File: config.mk
export PLATFORM = sky130hd
export DESIGN_NAME = sys_result_drain
export DESIGN_NICKNAME = d
export VERILOG_FILES = /design/src/rtl/sys_result_drain.sv
export SDC_FILE = /design/constraint.sdc
export NUM_CORES = 1
export LEC_CHECK = 0
export CORE_ASPECT_RATIO = 2
export CORE_MARGIN = 2
export CORE_UTILIZATION = 50
export CTS_BUF_LIST = sky130_fd_sc_hd__clkbuf_4
export DETAILED_ROUTE_END_ITERATION = 8
export PLACE_DENSITY = 0.66
export SYNTH_ARGS = -nofsm -noshare
export SYNTH_HDL_FRONTEND = slang
export SYNTH_SLANG_ARGS = --single-unit
File: constraint.sdc
create_clock -name clk -period 4.8 [get_ports clk]
set_input_delay 1.2 -clock clk [delete_from_list [all_inputs] [get_ports clk]]
set_output_delay 1.2 -clock clk [all_outputs]
set_load 0.05 [all_outputs]
File: src/rtl/sys_result_drain.sv
// Result drain: captures skewed column results into per-column FIFOs and writes them row-major to SRAM.
// Optional build macro WB_RELU_EN clamps negative words to zero in the write stage.
module sys_result_drain #(
  parameter int DATAWIDTH  = 16,
  parameter int ARRAY_SIZE = 4,
  parameter int FIFO_DEPTH = 8,
  parameter int ADDR_WIDTH = 10
) (
  input  logic                             clk,
  input  logic                             rst,
  input  logic [ARRAY_SIZE-1:0]            result_valid,
  input  logic [ARRAY_SIZE*DATAWIDTH-1:0]  result_in,
  output logic [ARRAY_SIZE-1:0]            col_full,
  input  logic                             wb_start,
  input  logic [ADDR_WIDTH-1:0]            wb_addr,
  output logic                             sram_we,
  output logic [ADDR_WIDTH-1:0]            sram_waddr,
  output logic [DATAWIDTH-1:0]             sram_wdata,
  output logic                             wb_busy,
  output logic                             wb_done,
  output logic                             overflow
);

  localparam int PTRW = (FIFO_DEPTH > 1) ? $clog2(FIFO_DEPTH) : 1;
  localparam int CNTW = $clog2(FIFO_DEPTH + 1);
  localparam int IDXW = (ARRAY_SIZE > 1) ? $clog2(ARRAY_SIZE) : 1;
  localparam logic [IDXW-1:0] LAST_IDX = IDXW'(ARRAY_SIZE - 1);

  localparam logic [1:0] ST_IDLE  = 2'd0;
  localparam logic [1:0] ST_DRAIN = 2'd1;
  localparam logic [1:0] ST_DONE  = 2'd2;

  logic [DATAWIDTH-1:0]  mem_q   [ARRAY_SIZE][FIFO_DEPTH];
  logic [PTRW-1:0]       wrPtr_q [ARRAY_SIZE];
  logic [PTRW-1:0]       wrPtr_d [ARRAY_SIZE];
  logic [PTRW-1:0]       rdPtr_q [ARRAY_SIZE];
  logic [PTRW-1:0]       rdPtr_d [ARRAY_SIZE];
  logic [CNTW-1:0]       cnt_q   [ARRAY_SIZE];
  logic [CNTW-1:0]       cnt_d   [ARRAY_SIZE];

  logic [1:0]            state_q, state_d;
  logic [ADDR_WIDTH-1:0] base_q, base_d;
  logic [IDXW-1:0]       row_q, row_d;
  logic [IDXW-1:0]       col_q, col_d;
  logic                  overflow_q, overflow_d;
  logic                  sramWe_q;
  logic [ADDR_WIDTH-1:0] sramWaddr_q, sramWaddr_d;
  logic [DATAWIDTH-1:0]  sramWdata_q, sramWdata_d;

  logic                  pop;
  logic [DATAWIDTH-1:0]  popWord;
  logic [ARRAY_SIZE-1:0] popCol, pushOk, dropCol;

  always_comb begin
    for (int c = 0; c < ARRAY_SIZE; c++) begin
      col_full[c] = (cnt_q[c] == CNTW'(FIFO_DEPTH));
    end
  end

  // The drain only ever pops the column it is waiting on, so a stalled column blocks the tile.
  assign pop     = (state_q == ST_DRAIN) && (cnt_q[col_q] != '0);
  assign popWord = mem_q[col_q][rdPtr_q[col_q]];

  always_comb begin
    popCol  = '0;
    pushOk  = '0;
    dropCol = '0;
    for (int c = 0; c < ARRAY_SIZE; c++) begin
      popCol[c]  = pop && (col_q == IDXW'(c));
      pushOk[c]  = result_valid[c] && (!col_full[c] || popCol[c]);
      dropCol[c] = result_valid[c] && col_full[c] && !popCol[c];
      wrPtr_d[c] = pushOk[c] ? wrPtr_q[c] + PTRW'(1) : wrPtr_q[c];
      rdPtr_d[c] = popCol[c] ? rdPtr_q[c] + PTRW'(1) : rdPtr_q[c];
      cnt_d[c]   = cnt_q[c] + CNTW'(pushOk[c]) - CNTW'(popCol[c]);
    end
    overflow_d = overflow_q | (|dropCol);
  end

  always_ff @(posedge clk) begin
    for (int c = 0; c < ARRAY_SIZE; c++) begin
      if (pushOk[c]) begin
        mem_q[c][wrPtr_q[c]] <= result_in[c*DATAWIDTH +: DATAWIDTH];
      end
    end
  end

  always_comb begin
    state_d = state_q;
    base_d  = base_q;
    row_d   = row_q;
    col_d   = col_q;
    case (state_q)
      ST_IDLE: begin
        if (wb_start) begin
          base_d  = wb_addr;
          row_d   = '0;
          col_d   = '0;
          state_d = ST_DRAIN;
        end
      end
      ST_DRAIN: begin
        if (pop) begin
          if (col_q == LAST_IDX) begin
            col_d = '0;
            if (row_q == LAST_IDX) begin
              row_d   = '0;
              state_d = ST_DONE;
            end else begin
              row_d = row_q + IDXW'(1);
            end
          end else begin
            col_d = col_q + IDXW'(1);
          end
        end
      end
      ST_DONE: state_d = ST_IDLE;
      default: state_d = ST_IDLE;
    endcase
  end

  assign sramWaddr_d = base_q + ADDR_WIDTH'(row_q) * ADDR_WIDTH'(ARRAY_SIZE) + ADDR_WIDTH'(col_q);
`ifdef WB_RELU_EN
  assign sramWdata_d = popWord[DATAWIDTH-1] ? '0 : popWord;
`else
  assign sramWdata_d = popWord;
`endif

  always_ff @(posedge clk or posedge rst) begin
    if (rst) begin
      for (int c = 0; c < ARRAY_SIZE; c++) begin
        wrPtr_q[c] <= '0;
        rdPtr_q[c] <= '0;
        cnt_q[c]   <= '0;
      end
      state_q     <= ST_IDLE;
      base_q      <= '0;
      row_q       <= '0;
      col_q       <= '0;
      overflow_q  <= 1'b0;
      sramWe_q    <= 1'b0;
      sramWaddr_q <= '0;
      sramWdata_q <= '0;
    end else begin
      for (int c = 0; c < ARRAY_SIZE; c++) begin
        wrPtr_q[c] <= wrPtr_d[c];
        rdPtr_q[c] <= rdPtr_d[c];
        cnt_q[c]   <= cnt_d[c];
      end
      state_q    <= state_d;
      base_q     <= base_d;
      row_q      <= row_d;
      col_q      <= col_d;
      overflow_q <= overflow_d;
      sramWe_q   <= pop;
      if (pop) begin
        sramWaddr_q <= sramWaddr_d;
        sramWdata_q <= sramWdata_d;
      end
    end
  end

  assign sram_we    = sramWe_q;
  assign sram_waddr = sramWaddr_q;
  assign sram_wdata = sramWdata_q;
  assign wb_busy    = (state_q == ST_DRAIN);
  assign wb_done    = (state_q == ST_DONE);
  assign overflow   = overflow_q;

endmodule
==> results of run 1 <==
per-layer routing:
metal / up-vias / track usage [%] / part of all wire [%]
met1: 6679 / 28.6 / 34
met5: - / 0 / 0
li1: 5571 / - / -
met4: 0 / 12.0 / 4.3
met3: 144 / 4.37 / 5.9
met2: 550 / 46.5 / 56
cells by family (layout without fill, tap and decap cells):
kind of cell	Yosys count	after routing	share of synthesized area [%]
DFF	596	596	72.5
muxes	178	178	14.3
and+or+nand+nor	175	175	3.60
AOI/OAI and AO/OA	125	125	4.00
buffers and inverters	95	433	2.34
adders and majority gates	40	40	2.23
xor gates and xnor gates	29	29	1.05
other	0	1	0
state kept, by name, summed over array words and instances, names as in the netlist:
register and cells:
base_q 10, cnt_q 16, col_q 2, mem_q 512, overflow 1, rdPtr_q 12
row_q 2, sram_waddr 10, sram_wdata 16, sram_we 1, state_q 2, wrPtr_q 12
worst min-delay path by stage:
| stage | startpoint | endpoint | slack (ps) | cells past startpoint |
|---|---|---|---|---|
| 6_report | rdPtr_q[2]$_DFFE_PP0P_ | rdPtr_q[2]$_DFFE_PP0P_ | 470 | 1 |
| 5_1_grt | rdPtr_q[2]$_DFFE_PP0P_ | rdPtr_q[2]$_DFFE_PP0P_ | 500 | 1 |
| 4_1_cts | rdPtr_q[2]$_DFFE_PP0P_ | rdPtr_q[2]$_DFFE_PP0P_ | 470 | 1 |
| 3_5_place_dp | rdPtr_q[2]$_DFFE_PP0P_ | rdPtr_q[2]$_DFFE_PP0P_ | 460 | 1 |
| 3_3_place_gp | base_q[3]$_DFFE_PP0P_ | base_q[3]$_DFFE_PP0P_ | 470 | 2 |
| 2_1_floorplan | rdPtr_q[8]$_DFFE_PP0N_ | rdPtr_q[8]$_DFFE_PP0N_ | 440 | 1 |
layout by cell type (no fill, tap or decap), types with 14 or more instances in the layout:
| cell type | instances |
|---|---|
| a2111oi_0 | 30 |
| clkbuf_4 | 199 |
| inv_1 | 30 |
| nor2b_1 | 34 |
| mux2i_1 | 35 |
| mux4_2 | 130 |
| buf_4 | 44 |
| clkinv_1 | 24 |
| a211o_1 | 16 |
| xnor2_1 | 21 |
| a211oi_1 | 29 |
| nor3_2 | 14 |
| nand2_1 | 66 |
| dfrtp_1 | 82 |
| ha_1 | 35 |
| edfxtp_1 | 512 |
| clkdlybuf4s50_1 | 114 |
critical path: cells and delay by family (launching register included):
kind | cells | cell delay, ps
buffers and inverters | 2 | 960
flip-flops | 1 | 380
AND/OR/NAND/NOR | 1 | 340
adder cells (fa/ha/maj) | 1 | 140
power breakdown:
part	switching, mW	leakage [nW]	internal, mW	total [mW]
logic	4.22	2.94	2.97	7.19
registers	0.549	5.64	6.73	7.28
clock network	1.93	1.08	2.23	4.16
total	6.69	9.67	11.9	18.6
area by class of cell:
cell class / instances / area (um^2) / share of cell area, %
antenna: 1 / 2.50 / 0.00895
clock buffer: 199 / 1490 / 5.34
timing repair buffer: 161 / 1530 / 5.47
clock inverter: 41 / 325 / 1.16
inverter: 32 / 123 / 0.438
multi-input combinational: 547 / 6220 / 22.2
sequential: 596 / 17500 / 62.5
tap: 632 / 791 / 2.83
through the flow:
step,util [%],power [mW],instance area (um^2)
after floorplan,-,12.5,24100
after global placement,55.1,14.5,26200
after detailed placement,55.1,14.6,26200
after CTS,58.9,18.8,28000
after global routing,58.9,19.6,28000
final,58.9,18.6,28000
==> run metrics, run 1 <==
status=finished clean; die area=50,100 um^2; core area=47,500 um^2; Reg2Reg Launch Point=col_q[1]$_DFFE_PP0P_; Final Cycle Share=81.0%; Antenna Violating Nets Remaining=0; CTS Hold Bufs=0; unrepaired setup endpoints after global routing=false; vias per inst=5.86; pwr dens=666 nW/um^2; H-tree depth=4; setup violators final=0; Routed wire per std cell=27.7 um; CP Class=reg2out; nets@finish=1,593; Max Slew Vio Count=0; largest net degree at the start of global routing=138; Routed Wire Length=61,200 um; setup tns final=0 ps; Die H=314 um; Bufs on Longest Clock Path=3; synth cell count leaders=512 x edfxtp_1, 131 x mux4_2, 84 x dfrtp_1; Leak=9.67 nW; first-pass GRT wire length=90,200 um; clock sinks=596; Post-CTS Setup Bufs=0; worst reg2reg setup slack=1260 ps; post_cts resized=0; synth top area cells=edfxtp_1 64%, mux4_2 12%, dfrtp_1 8.7%, ha_1 1.8%, mux2i_1 1.5%; Syn Area/Cell=19.5 um^2; max incr delay on CP=880 ps; gr usage total=25.3%; Syn-to-layout area delta=16.1%; Worst R2R End=mem_q[0][88]$_DFFE_PP_; Skew-Pair Late Insertion Delay=870 ps; worst setup path startpoint=cnt_q[6]$_DFF_PP0_; dominant cell type by area after synthesis=edfxtp_1; layout cells sized above 1=28.6%; Final Worst Setup Slack=912 ps; CP Cell Sequence=inv_1 > ha_1 > nor3b_1 > clkdlybuf4s50_1; synthesized instance count=1,238; Critical Path RT=3600 ps; CTS tree=done; DR DRC count=0; Synth Flop Type=edfxtp_1; Peak VDD IR=754 uV; clock skew=48.1 ps; Setup WS pre-CTS=1330 ps; Iteration-0 DRC Markers=1,022; Post-DP HPWL=37,700 um; Initial Utilization=50.7%; total CTS buffers=134; Synth Warn #=0; Max-slew headroom=20.2%; Seq cells post-synth=596; initial antenna violation count=1; cell with the most instances after synthesis=edfxtp_1; Yosys cell types=52; Tightest Pin Transition=1200 ps; synthesized cell area=24,100 um^2; drt first pass iters=7; Synth top area share=63.8%; Fmax achieved=257 MHz; Worst Hold Class=reg2reg; Mapped Nets=1,359; Site Rows=113; final hold violation count=0; Non-Filler Instances=2,209; crit path DAT=2690 ps; io pins=115; number of synthesized flops with an enable pin=512; root buffer cell=clkbuf_4; final hold slack=468 ps; final global-route overflow total=0; worst setup path endpoint=col_full[2]; register area share after synthesis=72.5%; Slowest-stage cell, CP=clkdlybuf4s50_1; CP Max Fanout=2; CP endpoint kind=output pin; via count=12,944; clock-pin slew on the worst setup and hold paths=70 ps; Die X=159 um; port bufs=114; RD Place Congestion=0.815; vias in the first global route=14,042; Async SR Flop Fraction=14.1%; filler instances=3,657; Worst setup SP type=register; Placed Instances=1,968; min Tclk post-route=3890 ps; max-cap check violation count=0; r2r worst-path depth=8
Note: power is estimated with default switching activity, not from simulation.
==> run 2: changes to the inputs <==
PLACE_DENSITY = 0.69   (was 0.66)
clock period = 3.2 ns   (was 4.8 ns; I/O delays follow)
==> run 2 against run 1 <==
Cell count up 0.72%. Sequential cell count unchanged. Worst hold slack got worse by 150 ps. Sequential share of layout area decreased by 0.44 points.
==> run metrics, run 2 (synthesized netlist as in run 1, its figures left out) <==
status=finished clean; core area=47,500 um^2 (unchanged); Syn-to-layout area delta=16.9%; drt first pass iters=5 (-2); Worst setup SP type=register; DR DRC count=0 (unchanged); clock sinks=596 (unchanged); Top delay family on crit path=buffers and inverters; Leak=9.77 nW (+1.0%); Non-Filler Instances=2,225 (+0.72%); Critical Path RT=2400 ps (-1200 ps); Post-CTS Setup Bufs=0 (unchanged); r2r worst-path depth=6 (-2); H-tree depth=3 (-1); via count=13,262 (+2.5%); min Tclk post-route=3080 ps; layout cells sized above 1=29.2% (+0.57 points); first-pass GRT wire length=92,500 um (+2.5%); Site Rows=113 (unchanged); Worst R2R End=mem_q[3][9]$_DFFE_PP_; max incr delay on CP=530 ps (-350 ps); Iteration-0 DRC Markers=1,153 (+13%); final hold slack=321 ps (-147 ps); Final Cycle Share=96.2%; Max-slew headroom=30.1% (+9.9 points); fin util=59.3% (+0.41 points); Fmax achieved=325 MHz; Peak VDD IR=940 uV (+25%); Antenna Violating Nets Remaining=0 (unchanged); Setup WS pre-CTS=205 ps (-1120 ps); setup violators final=0 (unchanged); Seq. cell area=17,500 um^2 (unchanged); nets@finish=1,606 (+0.82%); CP Class=reg2out; Worst Hold Class=in2async; commonest cells after routing, fill and taps aside=512 x edfxtp_1, 190 x clkbuf_4, 130 x mux4_2, 109 x clkdlybuf4s50_1, 82 x dfrtp_1; RD Place Congestion=0.821 (+0.71%); worst reg2reg setup slack=180 ps (-1080 ps); Post-DP HPWL=38,700 um (+2.5%); Routed wire per std cell=28.2 um (+1.6%); area occupied by multi-input gates=6310 um^2 (+1.5%); commonest non-fill, non-tap cell in the layout=edfxtp_1; vias in the first global route=14,470 (+3.0%); Bufs on Longest Clock Path=3 (unchanged); unrepaired setup endpoints after global routing=false; root buffer cell=clkbuf_4; CP Max Fanout=5 (+3); crit path DAT=2280 ps (-410 ps); Tot Pwr=27.9 mW (+50%); clock skew=91.0 ps (+42.9 ps); Max Slew Vio Count=0 (unchanged); max reg flops=512 (unchanged); die area=50,100 um^2 (unchanged); Initial Utilization=50.7% (unchanged); Die H=314 um (unchanged); CP Cell Sequence=buf_4 > nor2_1 > nand2_1 > inv_1 > dlygate4sd2_1; Skew-Pair Late Insertion Delay=900 ps (+30 ps); gr usage total=25.7% (+0.44 points); crit path buf inv count=3 (+1); Reg2Reg Launch Point=cnt_q[1]$_DFF_PP0_; largest net degree at the start of global routing=68 (-51%); io pins=115 (unchanged); CTS tree=done; CTS Hold Bufs=0 (unchanged); final global-route overflow total=0 (unchanged); Placed Instances=1,994 (+1.3%); Tightest Pin Transition=1050 ps (-148 ps); total CTS buffers=121 (-9.7%); initial antenna violation count=3 (+2); Slowest-stage cell, CP=dlygate4sd2_1; clock-pin slew on the worst setup and hold paths=70 ps (about the same); pwr dens=991 nW/um^2 (+49%); final hold violation count=0 (unchanged); CP endpoint kind=output pin; port bufs=114 (unchanged); filler instances=3,662 (+0.14%); Routed Wire Length=62,600 um (+2.3%); max-cap check violation count=0 (unchanged); Final Worst Setup Slack=122 ps (-789 ps); vias per inst=5.96 (+1.7%); Die X=159 um (unchanged)
==> run 2: cell count changes in the layout (fill, tap and decap cells not counted), sizes merged <==
cell / previous run / this run
clkbuf: 199 / 190
bufinv: 6 / 2
diode: 1 / 3
clkdlybuf4s15: 0 / 3
buf: 47 / 73
dlygate4sd2: 0 / 2
clkinv: 32 / 34
clkdlybuf4s50: 114 / 109
inv: 34 / 33
==> run 2: worst max path at each step <==
stage               slack (ps)                  from                endpoint  cells after the start
floorplan                 -260  col_q[1]$_DFFE_PP0P_  mem_q[0][48]$_DFFE_PP_                     10
global placement           200   cnt_q[13]$_DFF_PP0_      cnt_q[1]$_DFF_PP0_                     10
detailed placement         210   cnt_q[13]$_DFF_PP0_      cnt_q[1]$_DFF_PP0_                     10
CTS                         40   cnt_q[13]$_DFF_PP0_             col_full[0]                      5
global route               0.9   cnt_q[10]$_DFF_PP0_             col_full[1]                      5
finish                     120   cnt_q[13]$_DFF_PP0_             col_full[0]                      5
==> run 2: metrics by stage <==
step / TNS [ps] / area (um^2)
floorplan: -18880 / 24200
global placement: 0 / 26500
detailed placement: 0 / 26500
CTS: 0 / 28200
global route: 0 / 28200
finish: 0 / 28200
==> run 2: metal layers <==
metal  global-route usage, %  wire, um
met5                       0         0
met4                    13.7      3470
met3                    5.67      4830
met2                    46.0     33500
met1                    28.8     20800
==> run 2: worst register-to-register path, stage by stage (launching register included) <==
cell,delay [ps]
dfrtp_1,450
nor4_1,100
mux4_2,590
nor2_1,280
o211ai_1,160
nor2_2,840
buf_4,290
==> run 2: report_power, final <==
group	leakage, nW	internal, mW	switching [mW]	total [mW]
clock network	0.977	2.87	2.82	5.69
registers	5.64	10.1	0.859	10.9
logic	3.15	4.81	6.47	11.3
==> run 2: timing repair <==
action	CTS	global route
setup endpoints to repair	5	1
endpoints found under the hold margin	0	0
resized for setup	9	1
pin swaps	0	0
==> run 2: cell type report <==
class | count | share of cell area, %
tap | 632 | 2.81
multi-input combinational | 547 | 22.4
inverter | 32 | 0.435
timing repair buffer | 187 | 6.44
antenna | 3 | 0.0266
clock buffer | 190 | 5.06
sequential | 596 | 62.1
clock inverter | 38 | 0.746
